$ cat src/rtl/leading_one_decoder_pkg.sv
// ld_pkg: shared widths, the "no ones" code and the FIFO entry type for the leading-one decoder.
package ld_pkg;
    localparam int LD_W = 8;
    localparam int LD_POS_W = 4;
    localparam logic [LD_POS_W-1:0] LD_POS_NONE = 4'hF;
    typedef struct packed {
        logic [LD_W-1:0] word;
        logic            err;
    } ld_entry_t;
endpackage

$ cat src/rtl/leading_one_decoder_if.sv
// leading_one_decoder_if: input/output valid-ready streams plus status of the leading-one decoder.
interface leading_one_decoder_if;
    import ld_pkg::*;
    logic                in_valid;
    logic                in_ready;
    logic [LD_POS_W-1:0] in_pos;
    logic                in_thermo;
    logic                out_valid;
    logic                out_ready;
    logic [LD_W-1:0]     out_word;
    logic                out_err;
    logic                err_sticky;
    logic [15:0]         dec_count;
    modport master (
        output in_valid, in_pos, in_thermo, out_ready,
        input  in_ready, out_valid, out_word, out_err, err_sticky, dec_count
    );
    modport slave (
        input  in_valid, in_pos, in_thermo, out_ready,
        output in_ready, out_valid, out_word, out_err, err_sticky, dec_count
    );
endinterface

$ cat src/rtl/leading_one_decoder_pos_decode.sv
// ld_pos_decode: combinational position code -> one-hot or thermometer word, flagging illegal codes.
module ld_pos_decode
    import ld_pkg::*;
(
    input  logic [LD_POS_W-1:0] pos,
    input  logic                thermo,
    output logic [LD_W-1:0]     word,
    output logic                err
);
    localparam logic [LD_W:0] ONE = (LD_W+1)'(1);
    logic            legal;
    logic [LD_W-1:0] hot;
    logic [LD_W-1:0] fill;
    always_comb begin
        legal = pos < LD_POS_W'(LD_W);
        hot   = LD_W'(ONE << pos);
        // one bit of headroom so the top position yields all ones instead of wrapping
        fill  = LD_W'((ONE << ({1'b0, pos} + 5'd1)) - ONE);
        word  = !legal ? '0 : thermo ? fill : hot;
        err   = !legal && pos != LD_POS_NONE;
    end
endmodule

$ cat src/rtl/leading_one_decoder.sv
// leading_one_decoder: decodes position codes into words through a 2-entry output FIFO.
module leading_one_decoder
    import ld_pkg::*;
(
    input logic                  clk,
    input logic                  rst_n,
    leading_one_decoder_if.slave bus
);
    ld_entry_t       mem_q [2];
    ld_entry_t       mem_d [2];
    ld_entry_t       head_q, head_d;
    logic            hp_q, hp_d, tp_q, tp_d;
    logic [1:0]      count_q, count_d;
    logic            sticky_q, sticky_d;
    logic [15:0]     dec_count_q, dec_count_d;
    logic            accept, deliver;
    logic [LD_W-1:0] dec_word;
    logic            dec_err;
    ld_pos_decode u_dec (
        .pos    (bus.in_pos),
        .thermo (bus.in_thermo),
        .word   (dec_word),
        .err    (dec_err)
    );
    always_comb begin
        accept      = bus.in_valid && count_q != 2'd2;
        deliver     = count_q != 2'd0 && bus.out_ready;
        mem_d       = mem_q;
        if (accept) mem_d[tp_q] = {dec_word, dec_err};
        hp_d        = hp_q ^ deliver;
        tp_d        = tp_q ^ accept;
        count_d     = count_q + {1'b0, accept} - {1'b0, deliver};
        sticky_d    = sticky_q | (accept & dec_err);
        dec_count_d = dec_count_q + {15'd0, deliver};
        // registered head copy keeps the last word visible once the FIFO drains
        head_d      = count_d != 2'd0 ? mem_d[hp_d] : head_q;
    end
    always_ff @(posedge clk or negedge rst_n) begin
        if (!rst_n) begin
            mem_q       <= '{default: '0};
            head_q      <= '0;
            hp_q        <= 1'b0;
            tp_q        <= 1'b0;
            count_q     <= 2'd0;
            sticky_q    <= 1'b0;
            dec_count_q <= 16'd0;
        end else begin
            mem_q       <= mem_d;
            head_q      <= head_d;
            hp_q        <= hp_d;
            tp_q        <= tp_d;
            count_q     <= count_d;
            sticky_q    <= sticky_d;
            dec_count_q <= dec_count_d;
        end
    end
    assign bus.in_ready   = count_q != 2'd2;
    assign bus.out_valid  = count_q != 2'd0;
    assign bus.out_word   = head_q.word;
    assign bus.out_err    = head_q.err;
    assign bus.err_sticky = sticky_q;
    assign bus.dec_count  = dec_count_q;
endmodule
$ cat src/flat_wrapper.sv
// flat-port wrapper written by rule: the top's interface ports become plain ports
module leading_one_decoder_flat import ld_pkg::*;
  (clk, rst_n, bus_in_valid, bus_in_pos, bus_in_thermo, bus_out_ready, bus_in_ready, bus_out_valid, bus_out_word, bus_out_err, bus_err_sticky, bus_dec_count);
  leading_one_decoder_if bus_i ();
  input logic clk;
  input logic rst_n;
  input wire logic [$bits(bus_i.in_valid)-1:0] bus_in_valid;
  input wire logic [$bits(bus_i.in_pos)-1:0] bus_in_pos;
  input wire logic [$bits(bus_i.in_thermo)-1:0] bus_in_thermo;
  input wire logic [$bits(bus_i.out_ready)-1:0] bus_out_ready;
  output wire logic [$bits(bus_i.in_ready)-1:0] bus_in_ready;
  output wire logic [$bits(bus_i.out_valid)-1:0] bus_out_valid;
  output wire logic [$bits(bus_i.out_word)-1:0] bus_out_word;
  output wire logic [$bits(bus_i.out_err)-1:0] bus_out_err;
  output wire logic [$bits(bus_i.err_sticky)-1:0] bus_err_sticky;
  output wire logic [$bits(bus_i.dec_count)-1:0] bus_dec_count;
  assign bus_i.in_valid = bus_in_valid;
  assign bus_i.in_pos = bus_in_pos;
  assign bus_i.in_thermo = bus_in_thermo;
  assign bus_i.out_ready = bus_out_ready;
  assign bus_in_ready = bus_i.in_ready;
  assign bus_out_valid = bus_i.out_valid;
  assign bus_out_word = bus_i.out_word;
  assign bus_out_err = bus_i.out_err;
  assign bus_err_sticky = bus_i.err_sticky;
  assign bus_dec_count = bus_i.dec_count;
  leading_one_decoder u_core (.clk(clk), .rst_n(rst_n), .bus(bus_i));
endmodule
$ cat config.mk
export PLATFORM = sky130hd
export DESIGN_NAME = leading_one_decoder_flat
export DESIGN_NICKNAME = d
export VERILOG_FILES = /design/src/rtl/leading_one_decoder_pkg.sv /design/src/rtl/leading_one_decoder_if.sv /design/src/rtl/leading_one_decoder_pos_decode.sv /design/src/rtl/leading_one_decoder.sv /design/src/flat_wrapper.sv
export SDC_FILE = /design/constraint.sdc
export NUM_CORES = 1
export LEC_CHECK = 0
export BUFFER_PORTS_ARGS = -buffer_cell sky130_fd_sc_hd__buf_2
export CORE_ASPECT_RATIO = 1.2
export CORE_MARGIN = 1
export CORE_UTILIZATION = 32
export DETAILED_ROUTE_END_ITERATION = 10
export PLACE_DENSITY = 0.54
export SLEW_MARGIN = 20
export SYNTH_ARGS = -nofsm -noshare
export SYNTH_HDL_FRONTEND = slang
export SYNTH_SLANG_ARGS = --single-unit
$ cat constraint.sdc
create_clock -name clk -period 3.1 [get_ports clk]
set_clock_uncertainty 0.15 [all_clocks]
set_input_delay 0.62 -clock clk [delete_from_list [all_inputs] [get_ports clk]]
set_output_delay 0.62 -clock clk [all_outputs]
set_load 0.02 [all_outputs]
* After elaboration in Yosys (flattened, before gate mapping)
Index checks and enable logic that the tools add are counted.
** Storage, ports and cells
- Input port bits :: 9
- Logic and storage cells :: 46
- Output and inout port bits :: 28
- Register bits after elaboration :: 48
** Cells by class
- Bitwise gates (word level) :: 6
- Multiplexer cells :: 9
- Reductions and logical operators :: 7
- $lt $le $gt $ge :: 4
- Shift-type cells :: 2
- Add/subtract/negate cells :: 5
- Eq/ne operators :: 2
** Operators by type and width (number)
- $mux W9 :: 4
- $bwmux W18 :: 1
- $mux W18 :: 1
- $add A16 B1 Y16 :: 1
- $mux W8 :: 2
- $demux W9 S1 :: 1
- $shl A1 B4 Y8 const A :: 1
- $shl A1 B5 Y8 const A :: 1
- $sub A8 B1 Y8 const B :: 1
- $add A4 B1 Y5 const B :: 1
- $ge A2 B2 Y1 const B :: 2
- $logic_and A1 B1 Y1 :: 4
- $lt A4 B4 Y1 const B :: 1
- $ne A4 B4 Y1 const B :: 1
- $not A1 Y2 :: 2
- $reduce_bool A2 Y1 :: 2
- $add A2 B1 Y2 :: 1
- $lt A2 B1 Y1 const B :: 1
- $ne A2 B2 Y1 const B :: 1
- $sub A2 B1 Y2 :: 1
- $xor A1 B1 Y1 :: 2
- $and A1 B1 Y1 :: 1
- $logic_not A1 Y1 :: 1
- $or A1 B1 Y1 :: 1

* Logic depth before layout (Yosys ltp)
Gate-level depths: netlist of run 1.
- Word-level depth :: 10
- Depth in mapped cells :: 13

* Modules after synthesis
From an unflattened synthesis of run 1, not the netlist that was laid out.
** Second synthesis, totals
- Cells, all modules :: 233
- Area total of the unflattened synthesis :: 2613.8 µm²
** Modules (own cells, without submodules)
- leading_one_decoder :: times used 1, cells each 157, area each 2080.7 µm², seq. area each 1201.2 µm²
- ld_pos_decode :: times used 1, cells each 76, area each 533.0 µm², seq. area each 0.0 µm²

* Worst setup path after synthesis of run 1
Ideal clock, no wire load.
- Kind :: input-to-reg
- Start :: input port bus_in_pos[0]
- End :: register u_core.head_q (netlist bit u_core.bus.out_word[2])
- Stages :: 9
- Data required time :: 2.858 ns
- Setup time :: 0.092 ns
- Path slack :: 0.101 ns
- Buffers on the path :: 1
- Arrival time :: 2.757 ns
- Path through :: ha_1 > ha_1 > clkbuf_1 > nand4_1 > ha_1 > or3_1 > and3_4 > o311a_2 > o31ai_2
** Between the ends
- Longest elaborated chain between the ends :: 10
** RTL lines
- start, declared :: line flat_wrapper.sv:8 : input wire logic [$bits(bus_i.in_pos)-1:0] bus_in_pos;
- $add A4 B1 Y5 :: line leading_one_decoder_pos_decode.sv:18 : fill = LD_W'((ONE << ({1'b0, pos} + 5'd1)) - ONE);
- $shl A1 B5 Y8 :: line leading_one_decoder_pos_decode.sv:18
- $sub A8 B1 Y8 :: line leading_one_decoder_pos_decode.sv:18
- $mux W8 :: line leading_one_decoder_pos_decode.sv:19 : word = !legal ? '0 : thermo ? fill : hot;
- $mux W8 * :: line leading_one_decoder_pos_decode.sv:19
- $bwmux W18 * :: line leading_one_decoder.sv:29 : if (accept) mem_d[tp_q] = {dec_word, dec_err};
- $mux W18 * :: line leading_one_decoder.sv:29
- $mux W9 (not written as such) * (3 in series) :: line leading_one_decoder.sv:36 : head_d = count_d != 2'd0 ? mem_d[hp_d] : head_q;
- end signal, assigned :: line leading_one_decoder.sv:41 : head_q <= '0;
- end signal, assigned :: line leading_one_decoder.sv:49 : head_q <= head_d;
- end, declared :: line leading_one_decoder.sv:11 : ld_entry_t head_q, head_d;
Every way passes the cells marked *; elsewhere a longest branch is shown, timed or not. The select of a mux whose other input is x is not followed.
A chain may end at the register's enable or synchronous reset.

* Worst setup path in the final report of run 1
- Start :: register u_core.count_q[0]
- End :: register u_core.head_q (netlist bit u_core.bus.out_word[0])
** RTL lines
- start, declared :: line leading_one_decoder.sv:13 : logic [1:0] count_q, count_d;
- start signal, assigned :: line leading_one_decoder.sv:52 : count_q <= count_d;
- $ne A2 B2 Y1 :: line leading_one_decoder.sv:26 : accept = bus.in_valid && count_q != 2'd2;
- $logic_and A1 B1 Y1 :: line leading_one_decoder.sv:26
- $add A2 B1 Y2 :: line leading_one_decoder.sv:32 : count_d = count_q + {1'b0, accept} - {1'b0, deliver};
- $sub A2 B1 Y2 * :: line leading_one_decoder.sv:32
- via u_core.count_d[1] :: line leading_one_decoder.sv:13
- $reduce_bool A2 Y1 * :: line leading_one_decoder.sv:36
Mark *: on every way through the listed nets, which the timed path passes. The rest lies on a longest branch. The select of a mux whose other input is x is not followed.

==> summary.md, run 1 <==
| Metric | Value |
|---|---|
| Resize count post-CTS | 0 |
| Total CTS buffers | 5 |
| Syn Nets | 263 |
| Worst R2R End | u_core.bus.out_word[0] |
| Power, Total | 2.640 mW |
| Synth top area cells | dfrtp_1 49%, ha_1 5.6%, nand2_1 5.2% |
| Startpoint Class | register |
| Flops & latches, synth | 48 |
| Ordered list of cells on the worst path | or2_2, nand2_1, inv_1, ha_1, inv_1, ha_1, xnor2_1, xnor2_2, or2_2, nand2_1, o221a_2 |
| Utilization after layout | about two fifths |
| CP max-delay cell | dfrtp_1 |
| Port-buffer cells | 36 |
| Initial antenna violation count | 0 |
| Register-to-register setup slack | 0.30 ns |
| Lkg Pwr | 1.393 nW |
| Pre-CTS WS | slightly above 0.07 ns |
| Synth Warn # | 0 |
| Syn_area_per_cell | a little over 10 um2 |
| Worst Hold Class | in2async |
| Area after DPL | 2748 um2 |
| Crit path arrival time | roughly 2.9 ns |
| Psw | 1.086 mW |
| Synth top area share | between 40% and 50% |
| CTS tree | done |
| Crit path time final | 2.802 ns |
| Yosys top cell by area | dfrtp_1 |
| Critical path endpoint category | register |
| Seq pwr share | 37.4% |
| GRT Residual Overflow | 0 |
| Chip height | roughly 98 um |
| # rows | 34 |
| GRT Overall Usage | 13.95% |
| Tightest Pin Transition | 0.5770 ns |
| Post-CTS setup buffer count | 0 |
| Cells after Synth | 243 |
| H-tree depth | 2 |
| Crit. path cell count | 11 |
| First-pass GRT wire length | 8507 um |
| Syn Std Cell Area | about 2500 um2 |
| Hold_buf cts | 0 |
| Vias per Instance | between 4 and 5 |
| Max-cap violations | 0 |
| Share of cells above drive strength 1 | 25.00% |
| Die width | between 80 and 90 um |
| DRT Pass-1 Iters | 4 |
| DRC | 0 |
| Core Area | 7360 um2 |
| RSZ-0062 raised after global routing | no |
| VDD IR max | 503.2 uV |
| Root Buffer | clkbuf_8 |
| Antenna-violating nets left | 0 |
| Largest net degree at the start of global routing | 26 |
| Highest Clock Rate | 356.9 MHz |
| Comb pwr share | 47.4% |
| Setup TNS | 0 ns |
| WP buf/inv | 2 |
| Total number of vias | approximately 1800 |
| Vias in the first global route | 1775 |
| Final nets | 303 |
| Crit Path Max Fanout | 9 |
| Req. time, crit path | 3.15 ns |
| Slew Limit Fails | 0 |
| Worst-path clk slew | 0.10 ns |
| Power per cell area | 926.0 nW/um2 |
| R2R Path Start | u_core.count_q[0] |
| DP HPWL | 3836 um |
| Clock latency on the worst-skew pair | 0.30 ns |
| Area delta synth->final | 15.98% |
| Final Wtd Congestion | 0.9201 |
| Worst R2R Path Depth | 11 |
| Seq/Total Area, Yosys | 48.85% |
| Critical path class | reg2reg |
| Slowest stage delay, CP | 0.40 ns |
| Post-Route WL | approximately 5200 um |
| CP delay by family, top | simple AND/OR/NAND/NOR gates |
| Final instance area | 2851 um2 |
| Final setup margin | 0.2982 ns |
| Ant. Diodes | 0 |
| Starting Density | about 33% |
| Clk pwr share | between 10% and 20% |
| Outcome | finished clean |
| Post-synthesis cell type count | 41 |
| Final setup fails | 0 |
| DRT iter0 DRCs | 61 |
| Relative slew slack | 61.54% |
| Final hold violation count | 0 |
| Num ports | 37 |
| Switch share | 41.13% |
| Fin crit share | 90.38% |
| Max Root-Sink Buffers | 2 |
| Clock sinks | 48 |
| Cell Int Power | around 1.6 mW |
| Avg WL per Cell | about 14 um |
| DIE AREA | 8039 um2 |
-- power by group through the flow --
stage	registers [mW]	clock network, mW	logic, mW
after detailed placement	1.00	0	1.25
after floorplan	1.10	0	0.792
after global routing	1.02	0.444	1.40
after global placement	0.995	0	1.23
after CTS	0.989	0.423	1.25
final	0.986	0.403	1.25
-- cell usage after synthesis --
library cell	instances
xnor2_1	13
a21o_2	1
o311a_2	1
o21bai_1	1
nand2_1	34
o221a_2	4
buf_6	2
o31ai_1	3
xnor2_2	1
xor2_1	7
o21ai_0	10
inv_2	1
o22ai_1	1
inv_1	8
o311a_1	1
nand3b_1	1
nor2b_1	3
dfrtp_1	48
a31oi_1	3
clkbuf_1	7
nand2b_1	3
o2111a_1	1
nand4_1	4
and3_1	5
and2_1	1
nor3b_1	1
and2b_2	1
a21oi_1	9
nor2_1	22
or3_1	4
nor4b_1	1
and3_4	1
nand3_1	8
ha_1	11
o31ai_2	1
mux2i_1	6
nor3_1	3
a211oi_1	1
or2_2	3
mux2_2	6
a221oi_1	1
-- placed cells by master, fill, tap and decap left out, drive strengths merged, types with 8 or more instances in the layout --
master | Yosys | layout
inv | 9 | 10
nand2 | 34 | 34
o21ai | 10 | 10
buf | 2 | 42
ha | 11 | 11
a21oi | 9 | 9
dfrtp | 48 | 48
nor2 | 22 | 22
xnor2 | 14 | 14
nand3 | 8 | 8
-- layout make-up --
| class | count | area (um2) |
|---|---|---|
| Fill cell | 729 | 4508 |
| Sequential cell | 48 | 1201 |
| Inverter | 9 | 33.78 |
| Clock buffer | 6 | 82.58 |
| Multi-Input combinational cell | 177 | 1182 |
| Tap cell | 90 | 112.6 |
| Clock inverter | 2 | 13.76 |
| Timing Repair Buffer | 42 | 225.2 |
-- state kept, by name, summed over array words and instances, names as in the netlist --
signal                 flops
u_core.bus.out_err         1
u_core.hp_q                1
u_core.tp_q                1
u_core.count_q             2
u_core.bus.dec_count      16
u_core.mem_q              18
u_core.bus.out_word        8
u_core.bus.err_sticky      1
-- worst max path at each step --
| stage | start | end | slack [ns] |
|---|---|---|---|
| 5_1_grt | u_core.count_q[0] | u_core.bus.out_word[7] | 0.09 |
| 2_1_floorplan | bus_in_pos[0] | u_core.bus.out_word[2] | 0.10 |
| 3_3_place_gp | bus_in_pos[0] | u_core.bus.out_word[2] | 0.14 |
| 6_report | u_core.count_q[0] | u_core.bus.out_word[0] | 0.30 |
| 3_5_place_dp | bus_in_pos[0] | u_core.bus.out_word[2] | 0.07 |
| 4_1_cts | u_core.count_q[0] | u_core.bus.out_word[0] | 0.18 |
-- worst reg2reg max path, cell delays in order (launching register included) --
cell and delay, ns:
dfrtp_1 0.40, or2_2 0.31, nand2_1 0.12, inv_1 0.08, ha_1 0.27, inv_1 0.04, ha_1 0.19, xnor2_1 0.22
xnor2_2 0.19, or2_2 0.28, nand2_1 0.15, o221a_2 0.29
-- cell families (layout without fill, tap and decap cells) --
kind of cell	after synthesis	count (layout)	synth area share, %
buffers and inverters	18	59	3.359
and+or+nand+nor	95	95	18.42
DFF	48	48	48.85
adders and majority gates	11	11	5.598
muxes	12	12	5.191
xor gates and xnor gates	21	21	7.787
AOI/OAI and AO/OA	38	38	10.79
-- per-stage QoR --
stage,hold slack [ns],std cells
after detailed placement,0.3116,366
final,0.1602,374
after CTS,0.1644,374
after global routing,0.1905,374
after global placement,0.3064,366
after floorplan,0.1744,243
-- metal layers --
layer | vias up | track usage (%) | share of wire, %
met5 | - | 0 | 0
met4 | 0 | 5.263 | 1.7
met3 | 6 | 3.271 | 3.7
met2 | 44 | 21.93 | 46
met1 | 879 | 18.32 | 48
li1 | 914 | - | -
No activity file was read; power rests on OpenSTA's default activity.
==> run 2, diff against run 1 <==
--- a/config.mk
+++ b/config.mk
@@ -6,11 +6,13 @@
 export NUM_CORES = 1
 export LEC_CHECK = 0
 export BUFFER_PORTS_ARGS = -buffer_cell sky130_fd_sc_hd__buf_2
+export CELL_PAD_IN_SITES_DETAIL_PLACEMENT = 0
+export CELL_PAD_IN_SITES_GLOBAL_PLACEMENT = 1
 export CORE_ASPECT_RATIO = 1.2
 export CORE_MARGIN = 1
 export CORE_UTILIZATION = 32
 export DETAILED_ROUTE_END_ITERATION = 10
-export PLACE_DENSITY = 0.54
+export PLACE_DENSITY = 0.65
 export SLEW_MARGIN = 20
 export SYNTH_ARGS = -nofsm -noshare
 export SYNTH_HDL_FRONTEND = slang
==> constraint.sdc (replaced) <==
create_clock -name clk -period 2.6 [get_ports clk]
set_clock_uncertainty 0.15 [all_clocks]
set_input_delay 0.52 -clock clk [delete_from_list [all_inputs] [get_ports clk]]
set_output_delay 0.52 -clock clk [all_outputs]
set_load 0.02 [all_outputs]
==> summary.md, run 2 (synthesized netlist as in run 1, its figures left out) <==
| Metric | Value |
|---|---|
| Relative slew slack | about 59% |
| Final Wtd Congestion | 0.7308 |
| GRT Residual Overflow | 0 |
| VDD IR max | 621.9 uV |
| Vias in the first global route | 1901 |
| Slew Limit Fails | 0 |
| DIE AREA | 8039 um2 |
| Max FFs per register | 18 |
| Post-Route WL | roughly 5400 um |
| Pre-CTS WS | -0.2237 ns |
| H-tree depth | 2 |
| Die width | 82.02 um |
| Fin crit share | 95.54% |
| Antenna-violating nets left | 0 |
| Share of cells above drive strength 1 | 33.44% |
| Clk pwr share | between 10% and 20% |
| Lkg Pwr | between 1 and 1.5 nW |
| # rows | 34 |
| Worst R2R End | u_core.bus.out_word[2] |
| Comb pwr share | 52.7% |
| Worst R2R Path Depth | 12 |
| Switch share | 40.84% |
| Total number of vias | 1900 |
| Startpoint Class | register |
| Worst-path clk slew | 0.09 ns |
| Final setup margin | 0.1159 ns |
| Placed instance count | 383 |
| Outcome | finished clean |
| Port-buffer cells | 36 |
| Ant. Diodes | 0 |
| Area after DPL | 2949 um2 |
| DRT iter0 DRCs | 65 |
| Highest Clock Rate | between 400 and 500 MHz |
| Psw | 1.394 mW |
| Crit path arrival time | 2.54 ns |
| Largest net degree at the start of global routing | 49 |
| Final nets | 321 |
| DRT Pass-1 Iters | 4 |
| Core Area | 7360 um2 |
| Critical path endpoint category | register |
| Final std cells w/o fill | 392 |
| Register-to-register setup slack | 0.12 ns |
| Seq pwr share | about a third |
| Max Root-Sink Buffers | 2 |
| Worst Hold Slack | 0.1627 ns |
| Final hold violation count | 0 |
| Final instance area | 3087 um2 |
| Root Buffer | clkbuf_8 |
| CP startpoint | u_core.count_q[1] |
| CTS tree | done |
| Setup crit end | u_core.bus.out_word[2] |
| Tightest Pin Transition | 0.6109 ns |
| Commonest non-fill, non-tap cells in the layout | 48 x dfrtp_1, 36 x buf_2, 30 x nand2_1 |
| DP HPWL | roughly 4000 um |
| Hold_buf cts | 0 |
| Initial antenna violation count | 0 |
| Critical path class | reg2reg |
| GRT Overall Usage | about 15% |
| Total CTS buffers | 5 |
| Starting Density | between 30% and 40% |
| Num ports | 37 |
| Utilization after layout | a little over two fifths |
| Cell Int Power | 2.020 mW |
| Vias per Instance | 4.847 |
| R2R Path Start | u_core.count_q[1] |
| Worst Hold Class | in2async |
| Top reg by flops | u_core.mem_q |
| Crit path time final | 2.484 ns |
| Req. time, crit path | 2.65 ns |
| Chip height | 98.02 um |
| Commonest non-fill, non-tap cell in the layout | dfrtp_1 |
| Power per cell area | 1106 nW/um2 |
| Setup TNS | 0 ns |
| Crit Path Max Fanout | 5 |
| First-pass GRT wire length | around 9000 um |
| Clock latency on the worst-skew pair | 0.30 ns |
| Clock sinks | 48 |
| Area delta synth->final | 25.55% |
| Final setup fails | 0 |
| Avg WL per Cell | ~14 um |
| DRC | 0 |
| Power, Total | ~3.4 mW |
| Max-cap violations | 0 |
## run 2: cell types whose count changed in the layout (fill, tap and decap cells not counted), moves of 3 or more
cell / delta
ha_1: -3
nand2_2: +4
buf_4: +18
nand2_1: -4
## run 2: layout make-up
class                           count  area [um2]
Fill cell                         732        4273
Multi-Input combinational cell    177        1291
Sequential cell                    48        1201
Timing Repair Buffer               60       360.3
Tap cell                           90       112.6
Clock buffer                        5       68.82
Inverter                            9       33.78
Clock inverter                      3       18.77
## run 2: per-layer routing
| layer | track usage (%) | vias up | share of wire [%] |
|---|---|---|---|
| li1 | - | 951 | - |
| met1 | 18.47 | 914 | 45 |
| met2 | 25.30 | 31 | 51 |
| met3 | 3.178 | 4 | 3.1 |
| met4 | 3.374 | 0 | 0.71 |
| met5 | 0 | - | 0 |
## run 2: repair_timing
item,CTS,global route
endpoints found under the setup margin,0,7
resized for setup,0,8
setup buffers,0,1
## run 2: worst max-delay path: stages (launching register included)
cell and delay [ns]:
dfrtp_1 0.40, or2_4 0.26, nand2_2 0.07, inv_1 0.06, ha_1 0.27, inv_1 0.04
ha_1 0.21, xnor2_2 0.18, xnor2_2 0.14, buf_4 0.16, nor2_1 0.04, buf_4 0.17
o31ai_4 0.24
## run 2: worst min-delay path by stage
stage                                    end                     start  cells after the start
finish               u_core.bus.dec_count[4]                     rst_n                      2
global route         u_core.bus.dec_count[4]                     rst_n                      2
CTS                  u_core.bus.dec_count[4]                     rst_n                      2
detailed placement  u_core.bus.dec_count[15]  u_core.bus.dec_count[15]                      1
global placement    u_core.bus.dec_count[15]  u_core.bus.dec_count[15]                      1
floorplan            u_core.bus.dec_count[0]                     rst_n                      0
## run 2: power groups by stage
stage / logic [mW] / clock network (mW) / registers, mW
after floorplan: 1.05 / 0 / 1.32
after CTS: 1.68 / 0.461 / 1.18
after global routing: 2.01 / 0.483 / 1.22
final: 1.80 / 0.435 / 1.18
after global placement: 1.66 / 0 / 1.19
after detailed placement: 1.68 / 0 / 1.20
